## config.mk

```make
export PLATFORM = sky130hd
export DESIGN_NAME = spn_key_schedule
export DESIGN_NICKNAME = d
export VERILOG_FILES = /design/src/rtl/spn_key_schedule.sv
export SDC_FILE = /design/constraint.sdc
export NUM_CORES = 1
export LEC_CHECK = 0
export ABC_CLOCK_PERIOD_IN_PS = 6500
export BUFFER_PORTS_ARGS = -buffer_cell sky130_fd_sc_hd__buf_2
export CAP_MARGIN = 20
export CORE_UTILIZATION = 60
export CTS_BUF_LIST = sky130_fd_sc_hd__clkbuf_8
export DETAILED_ROUTE_END_ITERATION = 10
export HOLD_SLACK_MARGIN = 0.12
export PLACE_DENSITY = 0.78
export SLEW_MARGIN = 30
export SYNTH_ARGS = -nofsm -noshare
export SYNTH_HDL_FRONTEND = slang
export SYNTH_SLANG_ARGS = --single-unit
```

## constraint.sdc

```tcl
create_clock -name clk -period 6.5 [get_ports clk]
set_clock_uncertainty 0.05 [all_clocks]
set_input_delay 0.65 -clock clk [delete_from_list [all_inputs] [get_ports clk]]
set_output_delay 0.65 -clock clk [all_outputs]
set_load 0.02 [all_outputs]
```

## src/rtl/spn_key_schedule.sv

```systemverilog
// Round-key generator: expands a master key into NR+1 round keys, then streams
// them ascending (encrypt) or descending (decrypt) over a valid/ready handshake.
module spn_key_schedule #(
  parameter int DW = 16,
  parameter int KW = 32,
  parameter int NR = 4
) (
  input  logic          clk,
  input  logic          rst_n,
  input  logic          key_valid,
  output logic          key_ready,
  input  logic [KW-1:0] key_in,
  input  logic          dir,
  output logic          rk_valid,
  input  logic          rk_ready,
  output logic [DW-1:0] rk_data,
  output logic [3:0]    rk_index,
  output logic          rk_last,
  output logic          busy
);
  localparam logic [3:0] LAST = 4'(NR);

  typedef enum logic [1:0] {IDLE, EXPAND, STREAM} state_t;

  state_t        state, state_nx;
  logic [KW-1:0] k_reg;
  logic [3:0]    cnt, ptr, rcon;
  logic          dir_q;
  // 16 entries so the 4-bit pointers index the buffer without width games
  logic [DW-1:0] key_buf [16];

  assign rcon = cnt + 4'd1;

  always_comb begin
    state_nx = state;
    case (state)
      IDLE:    if (key_valid)           state_nx = EXPAND;
      EXPAND:  if (cnt == LAST)         state_nx = STREAM;
      STREAM:  if (rk_ready && rk_last) state_nx = IDLE;
      default:                          state_nx = IDLE;
    endcase
  end

  always_ff @(posedge clk) begin
    if (!rst_n) begin
      state <= IDLE;
      k_reg <= '0;
      cnt   <= '0;
      ptr   <= '0;
      dir_q <= 1'b0;
    end else begin
      state <= state_nx;
      case (state)
        IDLE: if (key_valid) begin
          k_reg <= key_in;
          dir_q <= dir;
          cnt   <= '0;
        end
        EXPAND: begin
          k_reg <= {k_reg[KW-5:0], k_reg[KW-1:KW-4]} ^ {{(KW-4){1'b0}}, rcon};
          cnt   <= rcon;
          ptr   <= dir_q ? LAST : 4'd0;
        end
        STREAM: if (rk_ready && !rk_last)
          ptr <= dir_q ? ptr - 4'd1 : ptr + 4'd1;
        default: ;
      endcase
    end
  end

  always_ff @(posedge clk) begin
    if (rst_n && state == EXPAND)
      key_buf[cnt] <= k_reg[KW-1:KW-DW];
  end

  // Outputs decode registered state/ptr only; no input reaches an output.
  assign key_ready = (state == IDLE);
  assign busy      = (state != IDLE);
  assign rk_valid  = (state == STREAM);
  assign rk_data   = rk_valid ? key_buf[ptr] : '0;
  assign rk_index  = ptr;
  assign rk_last   = rk_valid && (dir_q ? (ptr == 4'd0) : (ptr == LAST));

endmodule

```

==> impl_metrics.toml <==
[logic_synthesis]
synth_area_leader_cell = "edfxtp_1"
synth_seq_cells = 303
synth_common_cells = "edfxtp_1 (256), nand2_1 (65), nor2_1 (60)"
async_reset_ff_share_pct = 0
synth.area.top_cells = "edfxtp_1 (63%), mux4_2 (8.5%), dfxtp_1 (7.7%)"
yosysWarnings = 0
ys_types = 46
netlist.area_leader.share_pct = 62.8
avgSynthCellArea_sq_um = 16.0
yosysSeqAreaShare_pct = 70.5
synthesis.area_sq_um = 12200
synthCells = 767
synth_top_flop_cell = "edfxtp_1"
synth_edf_count = 256
synthesis.nets = 811
yosysMostFrequentCell = "edfxtp_1"

[global_route]
grt_start_max_net_pins = 51
use_met1_pct = 34.1
gr-usage-all-layers_pct = 26.2
grtUsageMet2_pct = 42.9
grt_pass1_wl_um = 39500
busiest_layer = "met2"
grt_use_met3_pct = 5.20
antenna_found_initial = 0
grt.overflow.total = 0
grt_pass1_vias = 7216

[hold_path]
hold_depth = 3
min_path_type = "in -> reg"

[timing]
worstMarginPinSlew_ns = 0.751
setup_viol = 0
hold_violations = 0
fin_crit_ns = 3.95
fin_setup_tns_ns = 0
whs_ns = 0.288
grt_setup_unrepaired = "no"
maxSlewHeadroom_pct = 49.8
period_share_pct = 60.7
slew_violations = 0
max_freq_mhz = 253

[place]
gp_congestion = 0.822
io_buffers = 60
hpwl_um = 15600

[pwr]
p_leak_nw = 4.66
power_density_nw_per_um2 = 282
ir_worst_vdd_v = 0.000183

[worst_setup_path]
cp_cell_sequence = "buf_16 -> buf_4 -> mux4_2 -> nand3_1 -> o31ai_1 -> a221o_1 -> buf_2"
r2r_start = "state[0]"
crit_slowest_cell = "dfxtp_4"
r2r_slack_ns = 4.41
cp-start-kind = "flop"
reg2reg_depth = 4
cp.required_ns = 5.80
critical_path_arrival_ns = 3.25
crit_path_end_kind = "output pin"
crit_path_max_incr_delay_ns = 0.63
critPathKind = "reg -> out"
r2r_end = "key_buf[13][3]"
crit_end = "rk_data[12]"
critPathMaxFanout = 50

[finish]
nFillCells = 1242
diodes = 0
final_nets = 897
largest_reg_flops = 256
layout-drive-gt1-share_pct = 23.6
multiInputGateArea_sq_um = 3320
register_area_sq_um = 8630
syn_to_final_growth_pct = 12.8

[detailed_routing]
drt_iter0_drc = 683
ant_nets = 0
vias = 7225
vias_per_cell = 6.24
wl_um = 26200
wl_per_cell_um = 22.6
firstDrtPassIters = 5
drc = 0

[cts]
clk_path_buf_depth = 3
path_clk_slew_ns = 0.06
clock_latency_ns = 0.56
clock-sinks = 303
cts_buffers = 48
cts_tree = "yes"
cts_setup_buffers = 0
root_buffer = "clkbuf_8"
ctsResizeCount = 0
htreeDepth = 2
cts_hold_buf = 0

[floorplanning]
io_pins = 61
fp.dieArea_sq_um = 21000
initial_utilization_pct = 62.1
core-area_sq_um = 19700
rows = 51
die_x_um = 145
die_height_um = 145

[run_status]
run_status = "completed"

[run]
max-cap-violations = 0
[how the worst min path moves through the flow]
| stage | from | slack (ns) | endpoint |
|---|---|---|---|
| floorplan | k_reg[3] | 0.40 | k_reg[7] |
| global placement | k_reg[12] | 0.42 | k_reg[16] |
| detailed placement | k_reg[14] | 0.42 | k_reg[18] |
| CTS | key_in[7] | 0.28 | k_reg[7] |
| global route | key_in[4] | 0.29 | k_reg[4] |
| finish | dir | 0.29 | dir_q |
[layer usage]
metal / vias to the layer above / wire length [um]
met4: 0 / 808
li1: 3201 / -
met5: - / 0
met1: 3560 / 10600
met3: 75 / 2370
met2: 389 / 12400
[power breakdown]
group / leakage (nW) / internal (mW) / switching, mW
clock network: 0.574 / 0.870 / 0.702
registers: 2.73 / 2.15 / 0.0562
logic: 1.35 / 0.0460 / 0.0663
total: 4.66 / 3.07 / 0.824
[logic make-up (layout without fill, tap and decap cells)]
logic type,after synthesis,in the layout,share of synthesized area [%]
DFF,303,303,70.5
and+or+nand+nor,207,207,7.79
AOI/OAI and AO/OA,115,115,7.35
muxes,71,71,10.6
buffers and inverters,56,182,2.44
xor gates and xnor gates,8,8,0.573
adders and majority gates,7,7,0.777
[final cells by class]
class                   count  area share [%]
inverters                   6           0.163
clock buffers              53            5.28
repair buffers             86            3.93
well taps                 265            2.40
multi-input cells         408            24.0
clock inverters            37            1.66
flip-flops and latches    303            62.5
[cells in the final DEF, fill, tap and decap left out, drive strengths merged, types with 17 or more instances in the layout]
| master | instances |
|---|---|
| nand2 | 65 |
| a211oi | 24 |
| a311oi | 29 |
| dfxtp | 47 |
| edfxtp | 256 |
| buf | 86 |
| mux4 | 46 |
| inv | 29 |
| clkbuf | 53 |
| nor2b | 34 |
| mux2i | 21 |
| nor2 | 60 |
| nand3 | 17 |
[per-stage QoR]
| step | setup slack [ns] | cells | utilization (%) | instance area (sq um) | total power, mW |
|---|---|---|---|---|---|
| final | 2.55 | 1158 | 70.0 | 13800 | 3.89 |
| after global routing | 2.36 | 1158 | 70.0 | 13800 | 4.02 |
| after CTS | 2.48 | 1158 | 70.0 | 13800 | 3.92 |
| after detailed placement | 3.06 | 1068 | 65.2 | 12800 | 2.36 |
| after global placement | 2.92 | 1065 | 64.8 | 12800 | 2.35 |
| after floorplan | 4.14 | 767 | - | 12200 | 2.30 |
[worst max-delay path: cells and delay by family (launching register included)]
kind | cells | cell delay [ns]
flops | 1 | 0.63
simple gates | 1 | 0.10
buf+inv | 3 | 0.97
compound gates | 2 | 0.39
mux | 1 | 0.58
No activity file was read; power rests on OpenSTA's default activity.
